===== src/rtl/sme_host_pkg.sv =====
// Shared types and default sizing for the string-matching-engine host.
package sme_host_pkg;

  localparam int unsigned STR_MAX     = 32;
  localparam int unsigned PAT_MAX     = 8;
  localparam int unsigned TIMEOUT_CYC = 1000;

  typedef enum logic [2:0] {
    StIdle,
    StSendStr,
    StGap,
    StSendPat,
    StWait,
    StReport
  } state_e;

endpackage


===== src/rtl/sme_host_buf.sv =====
// Character store: a string bank and a pattern bank sharing one write and one read port.
module sme_host_buf
  import sme_host_pkg::*;
#(
  parameter int unsigned StrDepth = STR_MAX,
  parameter int unsigned PatDepth = PAT_MAX
) (
  input  logic       clk_i,
  input  logic       we_i,
  input  logic       sel_i,
  input  logic [4:0] addr_i,
  input  logic [7:0] data_i,
  input  logic       rd_sel_i,
  input  logic [4:0] rd_addr_i,
  output logic [7:0] rd_data_o
);

  localparam int unsigned SW = (StrDepth > 1) ? $clog2(StrDepth) : 1;
  localparam int unsigned PW = (PatDepth > 1) ? $clog2(PatDepth) : 1;

  logic [7:0] str_mem [StrDepth];
  logic [7:0] pat_mem [PatDepth];

  // Contents are deliberately not reset so a reset can be followed by a replay.
  always_ff @(posedge clk_i) begin
    if (we_i && !sel_i && (32'(addr_i) < StrDepth)) str_mem[addr_i[SW-1:0]] <= data_i;
    if (we_i && sel_i && (32'(addr_i) < PatDepth)) pat_mem[addr_i[PW-1:0]] <= data_i;
  end

  assign rd_data_o = rd_sel_i ? pat_mem[rd_addr_i[PW-1:0]] : str_mem[rd_addr_i[SW-1:0]];

endmodule


===== src/rtl/sme_host.sv =====
// Host sequencer: streams string then pattern to a matcher and collects its verdict.
module sme_host #(
  parameter int unsigned STR_MAX     = sme_host_pkg::STR_MAX,
  parameter int unsigned PAT_MAX     = sme_host_pkg::PAT_MAX,
  parameter int unsigned TIMEOUT_CYC = sme_host_pkg::TIMEOUT_CYC
) (
  input  logic       clk,
  input  logic       rst,
  input  logic       ld_en,
  input  logic       ld_sel,
  input  logic [4:0] ld_addr,
  input  logic [7:0] ld_data,
  input  logic       start,
  input  logic       send_str,
  input  logic [5:0] str_len,
  input  logic [3:0] pat_len,
  output logic       busy,
  output logic [7:0] chardata,
  output logic       isstring,
  output logic       ispattern,
  input  logic       out_valid,
  input  logic       match,
  input  logic [4:0] match_index,
  output logic       res_valid,
  output logic       res_match,
  output logic [4:0] res_index,
  output logic       res_timeout
);
  import sme_host_pkg::*;

  localparam int unsigned CntW = (TIMEOUT_CYC > 2) ? $clog2(TIMEOUT_CYC) : 1;

  state_e          state_q, state_d;
  logic [5:0]      idx_q, idx_d;
  logic [5:0]      str_len_q, str_len_d;
  logic [3:0]      pat_len_q, pat_len_d;
  logic [CntW-1:0] cnt_q, cnt_d;
  logic            res_match_q, res_match_d, res_timeout_q, res_timeout_d;
  logic [4:0]      res_index_q, res_index_d;
  logic [7:0]      chardata_q, chardata_d;
  logic            isstring_q, isstring_d, ispattern_q, ispattern_d;
  logic [7:0]      rd_data;
  logic            accept;

  assign busy      = (state_q != StIdle);
  assign res_valid = (state_q == StReport);
  assign accept    = start && (pat_len != 4'd0) && (32'(pat_len) <= PAT_MAX);

  sme_host_buf #(
    .StrDepth (STR_MAX),
    .PatDepth (PAT_MAX)
  ) u_buf (
    .clk_i     (clk),
    .we_i      (ld_en && !busy),
    .sel_i     (ld_sel),
    .addr_i    (ld_addr),
    .data_i    (ld_data),
    .rd_sel_i  (state_d == StSendPat),
    .rd_addr_i (idx_d[4:0]),
    .rd_data_o (rd_data)
  );

  // Next-state, slot index, wait counter and result capture.
  always_comb begin
    state_d       = state_q;
    idx_d         = idx_q;
    str_len_d     = str_len_q;
    pat_len_d     = pat_len_q;
    cnt_d         = cnt_q;
    res_match_d   = res_match_q;
    res_index_d   = res_index_q;
    res_timeout_d = res_timeout_q;
    unique case (state_q)
      StIdle: begin
        if (accept) begin
          str_len_d = (32'(str_len) > STR_MAX) ? 6'(STR_MAX) : str_len;
          pat_len_d = pat_len;
          idx_d     = '0;
          state_d   = (send_str && (str_len != 6'd0)) ? StSendStr : StSendPat;
        end
      end
      StSendStr: begin
        if (idx_q == str_len_q - 6'd1) begin
          idx_d   = '0;
          state_d = StGap;
        end else begin
          idx_d = idx_q + 6'd1;
        end
      end
      StGap: begin
        idx_d   = '0;
        state_d = StSendPat;
      end
      StSendPat: begin
        if (idx_q == {2'b00, pat_len_q} - 6'd1) begin
          idx_d   = '0;
          cnt_d   = '0;
          state_d = StWait;
        end else begin
          idx_d = idx_q + 6'd1;
        end
      end
      StWait: begin
        // out_valid has priority over a timeout landing in the same cycle.
        if (out_valid) begin
          res_match_d   = match;
          res_index_d   = match_index;
          res_timeout_d = 1'b0;
          state_d       = StReport;
        end else if (cnt_q == CntW'(TIMEOUT_CYC - 1)) begin
          res_match_d   = 1'b0;
          res_index_d   = '0;
          res_timeout_d = 1'b1;
          state_d       = StReport;
        end else begin
          cnt_d = cnt_q + CntW'(1);
        end
      end
      StReport: state_d = StIdle;
      default:  state_d = StIdle;
    endcase
  end

  // Output strobes are registered from the next state so they line up with the state.
  always_comb begin
    isstring_d  = (state_d == StSendStr);
    ispattern_d = (state_d == StSendPat);
    chardata_d  = (isstring_d || ispattern_d) ? rd_data : 8'h00;
  end

  // State and output registers.
  always_ff @(posedge clk or posedge rst) begin
    if (rst) begin
      state_q       <= StIdle;
      idx_q         <= '0;
      str_len_q     <= '0;
      pat_len_q     <= '0;
      cnt_q         <= '0;
      res_match_q   <= 1'b0;
      res_index_q   <= '0;
      res_timeout_q <= 1'b0;
      chardata_q    <= '0;
      isstring_q    <= 1'b0;
      ispattern_q   <= 1'b0;
    end else begin
      state_q       <= state_d;
      idx_q         <= idx_d;
      str_len_q     <= str_len_d;
      pat_len_q     <= pat_len_d;
      cnt_q         <= cnt_d;
      res_match_q   <= res_match_d;
      res_index_q   <= res_index_d;
      res_timeout_q <= res_timeout_d;
      chardata_q    <= chardata_d;
      isstring_q    <= isstring_d;
      ispattern_q   <= ispattern_d;
    end
  end

  assign chardata    = chardata_q;
  assign isstring    = isstring_q;
  assign ispattern   = ispattern_q;
  assign res_match   = res_match_q;
  assign res_index   = res_index_q;
  assign res_timeout = res_timeout_q;

endmodule


===== config.mk =====
export PLATFORM = sky130hd
export DESIGN_NAME = sme_host
export DESIGN_NICKNAME = d
export VERILOG_FILES = /design/src/rtl/sme_host_pkg.sv /design/src/rtl/sme_host_buf.sv /design/src/rtl/sme_host.sv
export SDC_FILE = /design/constraint.sdc
export NUM_CORES = 1
export LEC_CHECK = 0
export ABC_AREA = 1
export BUFFER_PORTS_ARGS = -buffer_cell sky130_fd_sc_hd__buf_2
export CAP_MARGIN = 25
export CORE_MARGIN = 4
export CORE_UTILIZATION = 67
export CTS_CLUSTER_SIZE = 30
export DETAILED_ROUTE_END_ITERATION = 10
export PLACE_DENSITY = 0.86
export SETUP_SLACK_MARGIN = 0.15
export SLEW_MARGIN = 25
export SYNTH_ARGS = -nofsm -noshare
export SYNTH_HDL_FRONTEND = slang
export SYNTH_SLANG_ARGS = --single-unit

===== constraint.sdc =====
create_clock -name clk -period 5.7 [get_ports clk]
set_clock_uncertainty 0.15 [all_clocks]
set_input_delay 0.285 -clock clk [delete_from_list [all_inputs] [get_ports clk]]
set_output_delay 0.285 -clock clk [all_outputs]
set_load 0.005 [all_outputs]

After elaboration in Yosys (flattened, before gate mapping)
Memories as Yosys holds them, arrays and structs flattened. Index checks and enable logic that the tools add are counted.

Register bits after elaboration: 46. Latch bits: 0. RAM bits: 320. Memory bits (read-only): 0. Input bits: 36. Output and inout bits: 19. Logic and storage cells: 84. Memories kept: 2.

Memories: u_buf.str_mem (words 32, bits a word 8, rd ports 1, clocked after memory_dff 0, write ports 1, RTL line sme_host_buf.sv:21) `logic [7:0] str_mem [StrDepth];`; u_buf.pat_mem (words 8, bits a word 8, rd ports 1, clocked after memory_dff 0, write ports 1, RTL line sme_host_buf.sv:22) `logic [7:0] pat_mem [PatDepth];`.

$add $sub $neg: 4. Multiply operators: 0. Divide/modulo/power cells: 0. Order comparisons: 3. Equality and inequality tests: 14. Shift operators: 0. Multiplexer cells: 28. Bitwise logic cells: 0. Reductions and logical operators: 21.

Operators with widths (count): 10-bit 2-to-1 mux (3); 6-bit 2-to-1 mux (4); 6-bit case mux with 4 select lines (1); 10-bit case mux with 2 select lines (1); 8-bit 2-to-1 mux (2); 3-bit 2-to-1 mux (5); 3-bit case mux with 5 select lines (1); 6-bit == test (2); 10-bit by 1-bit adder with 10-bit output (second input constant) (1); 10-bit == test (second input constant) (1); 5-bit 2-to-1 mux (2); 3-bit by 2-bit == test with 1-bit output (second input constant) (3); 1-bit 2-to-1 mux (8); 2-bit inequality test (second input constant) (4); 4-bit nonzero test (2); 1-bit logical AND (7); 6-bit by 1-bit adder with 6-bit output (second input constant) (1); 3-bit by 1-bit == test with 1-bit output (second input constant) (2); 3-bit == test (second input constant) (2); 6-bit > comparator (second input constant) (1); 2-bit AND reduction (3); 6-bit nonzero test (1); 6-bit by 1-bit subtractor with 6-bit output (second input constant) (1); 5-bit by 4-bit < comparator with 1-bit output (second input constant) (1); 9 further kinds (11).

Logic depth before layout (Yosys ltp)
Depth in word-level cells: 8. Depth in mapped cells: 23. Gate-level depth less buffers: 22.

Modules after synthesis
From an unflattened synthesis, not the netlist that was laid out.

Cell total of the unflattened synthesis: 1430. Area total of the unflattened synthesis: 15733.8 um2.

Modules (own cells, without submodules): sme_host_buf (times used 1, cells an instance 1091, area each 13058.8 um2, seq. area each 9609.2 um2); sme_host (times used 1, cells an instance 339, area each 2675.1 um2, seq. area each 1151.1 um2).

Least setup slack after synthesis
No wires, ideal clock.

Kind: register to register. Start: register pat_len_q[0]. End: register chardata_q[6], in the netlist chardata[6]. Setup time: 121 ps. Arrival time: 2283 ps. Required time: 5429 ps. Setup slack: 3146 ps. Stages on the path, launching flop included: 20. Path buffers: 2. Period minus slack after synthesis: 2554 ps. Cells stage by stage: dfrtp_1 -> inv_1 -> ha_1 -> or2_2 -> nand4_1 -> nor2_1 -> nand3_2 -> nand2_2 -> nand2_4 -> nand2_2 -> nand2_2 -> buf_6 -> buf_2 -> nand2_1 -> o211ai_1 -> nand3_1 -> nand3_1 -> nand3_1 -> nand3_1 -> nand2_1.

Word-level cells in the longest chain between the ends: 7. Elaborated cells on any way between the ends: 13. Those cells by class: add/sub (1); eq/ne (3); mux (6); reduce/logical (1); memory (2).

RTL lines: start, declared (RTL line sme_host.sv:36) `logic [3:0] pat_len_q, pat_len_d;`; start signal, assigned (RTL line sme_host.sv:149) `pat_len_q <= pat_len_d;`; 4-bit by 1-bit subtractor with 5-bit output (*) (RTL line sme_host.sv:95) `if (idx_q == {2'b00, pat_len_q} - 6'd1) begin`; 6-bit == test (*) (RTL line sme_host.sv:95); 6-bit 2-to-1 mux or 3-bit 2-to-1 mux (tied branches) (RTL line sme_host.sv:95); 6-bit case mux with 4 select lines or 3-bit case mux with 5 select lines (tied branches) (RTL line sme_host.sv:73) `unique case (state_q)`; memory 32 x 8 bit, or another cell as far along; 8-bit 2-to-1 mux or 1-bit logical OR (tied branches) (RTL line sme_host_buf.sv:30, sme_host.sv:128); 8-bit 2-to-1 mux (*) (RTL line sme_host.sv:128) `chardata_d = (isstring_d || ispattern_d) ? rd_data : 8'h00;`; named net chardata_d[6] (RTL line sme_host.sv:40) `logic [7:0] chardata_q, chardata_d;`; end signal, assigned (RTL line sme_host.sv:154) `chardata_q <= chardata_d;`; end, declared (RTL line sme_host.sv:40).

Mark *: on every way through the listed nets, which the timed path passes. The rest lies on a longest branch. A chain may end at the register's enable or synchronous reset.

Final worst setup path
Start: register pat_len_q[0]. End: register chardata_q[5], in the netlist chardata[5].

The elaborated chain is that of the path after synthesis.

==> metrics.txt <==
status finished, final reports clean; Synth area leader edfxtp_1; post-synth cell types 42; drt drc 0; sequential area share after synthesis 0.685; Multi-input gate area 4200 µm²; vias in the first global route 11536; number of synthesized register bits 366; share of post-route cells with drive strength above 1 0.0994; initial antenna violation count 0; P&R area growth vs syn 11.1%; main combinational cell family by area after synthesis simple AND/OR/NAND/NOR gates; # nets final 1496; clk root buf clkbuf_16; IO Count 55; period utilization 0.735; Reg clk slew, reported paths 0.07 ns; CTS H-tree depth 2; worst path buffer plus inverter count 3; Worst Path Arrival 4.50 ns; Post-synth EDFFs 320; crit end category register; required time worst endpoint 6.01 ns; GR Overflow Total 0; CTS max path bufs 3; first-pass GRT wire length 62.6 mm; Final Setup Violations 0; Post-Route WL 40.4 mm; Max stage delay on crit path 0.75 ns; Die Area 26000 µm²; max frequency 0.239 GHz; WS Path Type reg -> reg; Final Hold Fails 0; Cell Area, Synth 15700 µm²; Layout fillers 1383; CTS Sinks 366; DIE WIDTH 161 µm; Row Count 55; maximum number of pins on one net before global-route repair 61; Synth async-reset ratio 0.126; yosys warns 0; mux cell area share after synthesis 0; 1st-iter DRT viols 1775; Synth Area in Adders 0.00319; initial core utilization 0.687; Area contributors post-synth edfxtp_1, nand3_1, dfrtp_1; dpl hpwl 22.8 mm; area of the core 22800 µm²; Most used DFF post-synth edfxtp_1; Skew-Pair Late Insertion Delay 0.52 ns; power per standard cell area 574 nW/µm²; setup TNS 0 ns; register area 10800 µm²; Crit-path slowest cell inv_2; post-route insts no fill 1792; max-slew violations 0; diode count 0; worst-margin pin slew 1.09 ns; RSZ-0062 raised after global routing no; synth cell count leaders nand3_1, edfxtp_1, nand2_1; Compound-Gate Fraction of Synth Area 0.0239; antenna-violating nets left 0; Avg Cell Area, Syn 11.2 µm²; PortBufs 54; CTS Buf Count 37; vias per cell 6.50; Syn Nets 1441; peak supply drop 0.345 mV; Pleak 6.61 nW; Worst Hold Class in -> reg; CP top delay family simple AND/OR/NAND/NOR gates; CP startpoint kind register; CP max FO 53; Slew Limit Headroom 0.274; Final Critical Period 4.19 ns; crit path cell chain inv_1 > ha_1 > nand2_1 > nor2_1 > o21ai_1 > nand2_1 > nor2_1 > nand3_2 > nand2_2 > nand2_4 > nand2_4 > nand2_4 > inv_2 > nand2_1 > nand3_1 > nand3_1 > nand3_1 > nand3_1 > nand3_1 > nand2_1 > inv_1; routed length per instance 22.5 µm; post-CTS sizing 0; xor and xnor area share after synthesis 0.00502; CTS tree yes; Placer Congestion 0.898; vias post-DR 11647; Max-cap violations 0; placed cell count 1710; Die Ht 161 µm; Syn Inst Count 1401; Crit path top cell by count nand3_1; Synth top area share 0.612; DRT Pass-1 Iters 6; simple logic cell fraction of the synthesized area 0.234; gr usage total 0.309; most common cell in the netlist nand3_1
-- worst reg2reg max path: stages (launching register included) --
cell     delay (ns)
dfrtp_1        0.38
inv_1          0.08
ha_1           0.22
nand2_1        0.11
nor2_1         0.06
o21ai_1        0.09
nand2_1        0.07
nor2_1         0.11
nand3_2        0.10
nand2_2        0.13
nand2_4        0.10
nand2_4        0.46
nand2_4        0.42
inv_2          0.75
nand2_1        0.16
nand3_1        0.14
nand3_1        0.09
nand3_1        0.10
nand3_1        0.08
nand3_1        0.18
nand2_1        0.07
inv_1          0.06
-- power breakdown --
part | internal, mW | switching, mW
clock | 1.36 | 0.983
combinational | 1.30 | 3.24
sequential | 3.04 | 0.0969
total | 5.70 | 4.32
-- registers in the layout, indices dropped and copies added (netlist names), 3 cells and up --
name and flops:
idx_q 6, u_buf.str_mem 256, cnt_q 10, state_q 3
res_index 5, chardata 8, str_len_q 6, pat_len_q 4
u_buf.pat_mem 64
-- stage by stage --
step                power, mW  hold slack [ns]  setup slack [ns]  area (µm²)  utilization
finish                   10.0           0.0147              1.51       17400        0.763
global placement         7.34            0.329              1.79       16100        0.704
global route             10.6           0.0533              1.18       17400        0.763
detailed placement       7.52            0.327              1.68       16100        0.704
CTS                      9.89          0.00344              1.63       17400        0.763
floorplan                6.50            0.234              3.15       15700            -
-- metal layers --
| metal | vias to the layer above | wire (µm) | GRT usage |
|---|---|---|---|
| met5 | - | 0 | 0 |
| met2 | 886 | 19800 | 0.516 |
| li1 | 5074 | - | - |
| met1 | 5565 | 14500 | 0.410 |
| met3 | 122 | 4670 | 0.0615 |
| met4 | 0 | 1360 | 0.116 |
-- cells by family after synthesis --
kind of cell / count (synthesis)
flip-flops: 366
AO/OA/AOI/OAI: 55
buffers and inverters: 160
adder cells (fa/ha/maj): 4
AND/OR/NAND/NOR: 807
XOR/XNOR: 9
-- path summary, 6_finish.rpt --
path / end / start / depth (start not counted) / slack (ns)
max in group asynchronous: str_len_q[0] / rst / 3 / 4.58
max: chardata[5] / pat_len_q[0] / 21 / 1.51
min in group asynchronous: pat_len_q[0] / rst / 3 / 0.31
max reg2reg: chardata[5] / pat_len_q[0] / 21 / 1.51
min reg2reg: res_index[3] / res_index[3] / 1 / 0.34
min: str_len_q[4] / str_len[5] / 4 / 0.01
-- cells in the final DEF, fill, tap and decap left out, types with 6 or more instances in the layout --
cell type,synthesis,final
clkbuf_16,0,38
inv_1,78,77
a22o_1,6,6
o21ai_0,18,18
edfxtp_1,320,320
buf_4,6,18
nand3_1,411,411
buf_2,38,54
nand4_1,8,8
clkbuf_1,19,10
nor2_1,67,67
nor3_1,11,10
xor2_1,8,8
nor4_1,10,10
nand2_1,281,280
a21oi_1,7,7
o211ai_1,6,6
dlygate4sd3_1,0,20
dfrtp_1,46,46
-- final cells by class --
type | instances | area share
inverter | 83 | 0.0179
timing repair buffer | 93 | 0.0359
sequential | 366 | 0.617
tap | 313 | 0.0225
multi-input combinational | 875 | 0.241
clock buffer | 48 | 0.0567
clock inverter | 14 | 0.00918
-- timing repair --
action | in CTS | in global routing
hold buffers | 20 | 0
hold endpoints to repair | 62 | 0
buffers inserted | 0 | 0
(Power assumes the default switching activity.)
